===== src/rtl/multicycle_control_fsm.sv =====
// Multicycle RV32I control unit. Sequences each instruction over several
// cycles around one shared ALU and one memory port, with a sticky illegal trap.
module multicycle_control_fsm #(
    parameter int unsigned SUPPORT_BNE = 1,
    parameter int unsigned SUPPORT_JAL = 1,
    parameter int unsigned MEM_WAIT    = 1
) (
    input  logic       clk,
    input  logic       rst,
    input  logic [6:0] opcode,
    input  logic [2:0] funct3,
    input  logic       zero,
    input  logic       mem_ready,
    output logic       pc_write,
    output logic       adr_src,
    output logic       mem_write,
    output logic       ir_write,
    output logic [1:0] result_src,
    output logic [1:0] alu_src_a,
    output logic [1:0] alu_src_b,
    output logic [1:0] alu_op,
    output logic [1:0] imm_src,
    output logic       reg_write,
    output logic       illegal,
    output logic [3:0] state
);

    // state    | meaning
    // FETCH    | read instruction at PC, PC <= PC+4 once memory is ready
    // DECODE   | read registers, ALU forms OldPC+imm (branch/jump target)
    // MEMADR   | ALU forms rs1+imm load/store address
    // MEMREAD  | load data access, waits for memory
    // MEMWB    | write load data to rd
    // MEMWRITE | store access, strobe held until memory is ready
    // EXECR    | R-type ALU operation
    // EXECI    | I-type ALU operation
    // ALUWB    | write ALU result to rd
    // BRANCH   | compare rs1/rs2, load PC with target on taken
    // JAL      | PC <= target, ALU forms OldPC+4 for rd
    // ILLEGAL  | trapped; held until reset
    typedef enum logic [3:0] {
        S_FETCH    = 4'd0,
        S_DECODE   = 4'd1,
        S_MEMADR   = 4'd2,
        S_MEMREAD  = 4'd3,
        S_MEMWB    = 4'd4,
        S_MEMWRITE = 4'd5,
        S_EXECR    = 4'd6,
        S_EXECI    = 4'd7,
        S_ALUWB    = 4'd8,
        S_BRANCH   = 4'd9,
        S_JAL      = 4'd10,
        S_ILLEGAL  = 4'd11
    } state_t;

    localparam logic [6:0] OP_LOAD   = 7'b0000011;
    localparam logic [6:0] OP_STORE  = 7'b0100011;
    localparam logic [6:0] OP_RTYPE  = 7'b0110011;
    localparam logic [6:0] OP_ITYPE  = 7'b0010011;
    localparam logic [6:0] OP_BRANCH = 7'b1100011;
    localparam logic [6:0] OP_JAL    = 7'b1101111;

    state_t cur;
    state_t nxt;
    state_t view;
    logic   rdy;
    logic   bne_ok;
    logic   jal_ok;

    assign rdy    = mem_ready || (MEM_WAIT == 0);
    assign bne_ok = (SUPPORT_BNE != 0);
    assign jal_ok = (SUPPORT_JAL != 0);
    assign state  = cur;

    // While reset is held the outputs already present the FETCH decode.
    assign view = rst ? S_FETCH : cur;

    always_comb begin
        nxt = S_ILLEGAL;
        case (cur)
            S_FETCH:    nxt = rdy ? S_DECODE : S_FETCH;
            S_DECODE: begin
                case (opcode)
                    OP_LOAD, OP_STORE: nxt = S_MEMADR;
                    OP_RTYPE:          nxt = S_EXECR;
                    OP_ITYPE:          nxt = S_EXECI;
                    OP_BRANCH: begin
                        if (funct3 == 3'b000 || (funct3 == 3'b001 && bne_ok))
                            nxt = S_BRANCH;
                        else
                            nxt = S_ILLEGAL;
                    end
                    OP_JAL:            nxt = jal_ok ? S_JAL : S_ILLEGAL;
                    default:           nxt = S_ILLEGAL;
                endcase
            end
            S_MEMADR:   nxt = (opcode == OP_LOAD) ? S_MEMREAD : S_MEMWRITE;
            S_MEMREAD:  nxt = rdy ? S_MEMWB : S_MEMREAD;
            S_MEMWB:    nxt = S_FETCH;
            S_MEMWRITE: nxt = rdy ? S_FETCH : S_MEMWRITE;
            S_EXECR:    nxt = S_ALUWB;
            S_EXECI:    nxt = S_ALUWB;
            S_ALUWB:    nxt = S_FETCH;
            S_BRANCH:   nxt = S_FETCH;
            S_JAL:      nxt = S_ALUWB;
            default:    nxt = S_ILLEGAL;
        endcase
    end

    always_comb begin
        pc_write   = 1'b0;
        adr_src    = 1'b0;
        mem_write  = 1'b0;
        ir_write   = 1'b0;
        result_src = 2'b00;
        alu_src_a  = 2'b00;
        alu_src_b  = 2'b00;
        alu_op     = 2'b00;
        reg_write  = 1'b0;
        case (view)
            S_FETCH: begin
                alu_src_b  = 2'b10;
                result_src = 2'b10;
                ir_write   = rdy;
                pc_write   = rdy;
            end
            S_DECODE: begin
                alu_src_a = 2'b01;
                alu_src_b = 2'b01;
            end
            S_MEMADR: begin
                alu_src_a = 2'b10;
                alu_src_b = 2'b01;
            end
            S_MEMREAD:  adr_src = 1'b1;
            S_MEMWB: begin
                result_src = 2'b01;
                reg_write  = 1'b1;
            end
            S_MEMWRITE: begin
                adr_src   = 1'b1;
                mem_write = 1'b1;
            end
            S_EXECR: begin
                alu_src_a = 2'b10;
                alu_op    = 2'b10;
            end
            S_EXECI: begin
                alu_src_a = 2'b10;
                alu_src_b = 2'b01;
                alu_op    = 2'b10;
            end
            S_ALUWB:    reg_write = 1'b1;
            S_BRANCH: begin
                alu_src_a = 2'b10;
                alu_op    = 2'b01;
                // bne inverts the sense of the zero flag
                pc_write  = zero ^ (funct3[0] & bne_ok);
            end
            S_JAL: begin
                alu_src_a = 2'b01;
                alu_src_b = 2'b10;
                pc_write  = 1'b1;
            end
            default: ;
        endcase
    end

    always_comb begin
        case (opcode)
            OP_STORE:  imm_src = 2'b01;
            OP_BRANCH: imm_src = 2'b10;
            OP_JAL:    imm_src = 2'b11;
            default:   imm_src = 2'b00;
        endcase
    end

    always_ff @(posedge clk) begin
        if (rst) begin
            cur     <= S_FETCH;
            illegal <= 1'b0;
        end else begin
            cur     <= nxt;
            illegal <= illegal | (nxt == S_ILLEGAL);
        end
    end

endmodule


===== config.mk =====
export PLATFORM = sky130hd
export DESIGN_NAME = multicycle_control_fsm
export DESIGN_NICKNAME = d
export VERILOG_FILES = /design/src/rtl/multicycle_control_fsm.sv
export SDC_FILE = /design/constraint.sdc
export NUM_CORES = 1
export LEC_CHECK = 0
export ABC_AREA = 1
export CORE_MARGIN = 10
export CORE_UTILIZATION = 38
export DETAILED_ROUTE_END_ITERATION = 8
export GPL_TIMING_DRIVEN = 0
export PLACE_DENSITY_LB_ADDON = 0.2
export SLEW_MARGIN = 40
export SYNTH_ARGS = -nofsm -noshare
export SYNTH_HDL_FRONTEND = slang
export SYNTH_SLANG_ARGS = --single-unit

===== constraint.sdc =====
create_clock -name clk -period 2.95 [get_ports clk]
set_input_delay 0.7375 -clock clk [delete_from_list [all_inputs] [get_ports clk]]
set_output_delay 0.7375 -clock clk [all_outputs]
set_load 0.02 [all_outputs]

==> impl_metrics.json <==
{
  "status": "completed",
  "row_count": 13,
  "clk_path_buf_depth": 2,
  "synth.yosys.warnings": 0,
  "rsz0062_at_grt": "no",
  "p_switching_mw": 0.2235,
  "syn_nets": 120,
  "endpoint_kind": "primary output",
  "hold_viol": 0,
  "grt_antenna_before_repair": 0,
  "grt_pass1_wl_um": 3042,
  "maxSlewViolCount": 0,
  "clk-insertion-delay-late_ns": 0.24,
  "worst-setup-path-type": "input port to primary output",
  "die_x_um": 58.02,
  "p_seq_frac": 0.223,
  "routedWlPerCell_um": 11.54,
  "core_area_mm2": 0.001334,
  "crit_required_ns": 2.21,
  "drt_wl_total_um": 1823,
  "fmax_mhz": 352.4,
  "pwr-share-comb": 0.613,
  "drt_iter0_markers": 14,
  "reg2reg_slack_ns": 1.72,
  "place_congestion": 0.7935,
  "area_growth_syn_to_layout_pct": 68.56,
  "grt_usage": 0.1068,
  "arrival_ns": 2.10,
  "maxCapViolations": 0,
  "synth_seq_cells": 5,
  "yosysSeqAreaShare": 0.1822,
  "cts_max_level": 1,
  "num_vias": 769,
  "clockPowerShare": 0.164,
  "finalSetupViolations": 0,
  "synth.top_cell.area_share": 0.2460,
  "portBuffers": 33,
  "cts-buffers-inserted": 3,
  "min_period_ns": 2.837,
  "peakVddDrop_uv": 332.9,
  "finalCritPeriodShare": 0.9618,
  "crit_fanout": 9,
  "yosysTopAreaCell": "nand2_1",
  "p_leak_nw": 0.5472,
  "dieArea_mm2": 0.003366,
  "drive_gt1_frac": 0.08392,
  "postLayoutCellArea_um2": 925.9,
  "start_kind": "input port",
  "drc_errors": 0,
  "yosysUniqueCellTypes": 19,
  "synth_area_leaders": "nand2_1, dfxtp_1, nor2_1",
  "dr.pass1.iters": 4,
  "ant_nets": 0,
  "grt_pass1_vias": 715,
  "hold_buffers": 0,
  "finish.utilization": 0.6942,
  "worst_slew_pin_slew_ns": 0.3600,
  "clk_pin_slew_ns": 0.04,
  "clock_skew_ns": 0.001358,
  "power.share.switching": 0.4684,
  "gr-total-overflow": 0,
  "io_pins": 34,
  "grt_max_degree": 10,
  "syn_area_um2": 549.3,
  "p_int_mw": 0.2537,
  "cts-root-buf": "clkbuf_4",
  "cts_sinks": 5,
  "synth_cells": 106,
  "num_antenna_cells": 0,
  "synth_area_per_cell_um2": 5.182,
  "min_path_type": "flop to flop",
  "fin_nets": 158,
  "dp_hpwl_um": 1576,
  "cts_tree": "built",
  "powerDensity_mw_per_mm2": 515.4,
  "post_dp_cell_area_um2": 898.4,
  "die_h_um": 58.02,
  "max-slew-margin-rel": 0.7597,
  "start_util": 0.4118,
  "vias_per_cell": 4.867
}
## area by class of cell
| cell class | count | area (um2) |
|---|---|---|
| Fill cell | 130 | 407.9 |
| Timing Repair Buffer | 33 | 331.6 |
| Clock buffer | 4 | 26.28 |
| Multi-Input combinational cell | 84 | 385.4 |
| Tap cell | 15 | 18.77 |
| Sequential cell | 5 | 100.1 |
| Inverter | 17 | 63.81 |
## path summary, 6_finish.rpt
check,start,to,cells past startpoint
setup / recovery,rst,alu_op[0],5
hold / removal,illegal,illegal,2
setup reg to reg,state[3],illegal,9
hold reg to reg,illegal,illegal,2
## metrics by stage
stage	total power, mW	setup slack, ns	cells	hold slack (ns)	TNS [ns]
after global routing	0.5197	0.006478	158	0.4909	0
after detailed placement	0.4160	-0.4388	154	0.4492	-3.089
after floorplan	0.2806	0.6668	106	0.5265	0
after global placement	0.4101	-0.4330	154	0.4396	-3.051
final	0.4772	0.1126	158	0.4528	0
after CTS	0.4849	0.04440	158	0.4555	0
## what timing repair did
action / CTS / global route
endpoints found under the setup margin: 15 / 6
setup buffers: 0 / 0
gates resized for setup: 8 / 7
pin swaps: 0 / 0
## worst max-delay path, cell delays in order
cell and delay [ns]:
clkdlybuf4s15_1 0.29, inv_2 0.19, nand2_1 0.11, nor2_1 0.14, clkdlybuf4s50_1 0.63
## cells in the mapped netlist
master,number
o311ai_1,1
inv_2,2
a21oi_2,1
nor3_2,1
nor2_1,20
nand3_1,6
dfxtp_1,5
o21ai_0,4
nand2_1,36
inv_1,15
nand2_4,1
nand3_2,1
o22ai_1,1
nor2_2,1
a21oi_1,5
xnor2_1,1
nand2_2,1
nand4_1,3
nor3_1,1
## power by group through the flow
stage	Combinational, mW	Clock (mW)	Sequential, mW
floorplan	0.160	0	0.120
global placement	0.303	0	0.107
detailed placement	0.309	0	0.107
CTS	0.299	0.0802	0.106
global route	0.326	0.0846	0.109
finish	0.293	0.0782	0.106
## logic make-up (layout without fill, tap and decap cells)
group / Yosys count / in the layout / share of synthesized area
buf+inv: 17 / 54 / 0.1162
compound gates: 12 / 12 / 0.1253
simple gates: 71 / 71 / 0.5604
xor+xnor: 1 / 1 / 0.01595
flops: 5 / 5 / 0.1822
## layer usage
metal | global-route usage | part of all wire
met5 | 0 | 0
met4 | 0.04027 | 0
met3 | 0.03704 | 0.093
met2 | 0.1963 | 0.53
met1 | 0.1072 | 0.38
## registers in the layout, indices dropped and copies added, names as in the netlist
name / count
illegal: 1
state: 4
## cells in the final DEF, fill, tap and decap left out, types with 2 or more instances in the layout
cell type,Yosys,routed
nand2_1,36,36
clkdlybuf4s50_1,0,21
nor2_1,20,20
inv_1,15,15
nand3_1,6,6
a21oi_1,5,5
dfxtp_1,5,5
dlymetal6s2s_1,0,5
dlygate4sd2_1,0,5
o21ai_0,4,4
nand4_1,3,3
clkbuf_4,0,3
inv_2,2,2
(Power assumes the default switching activity.)
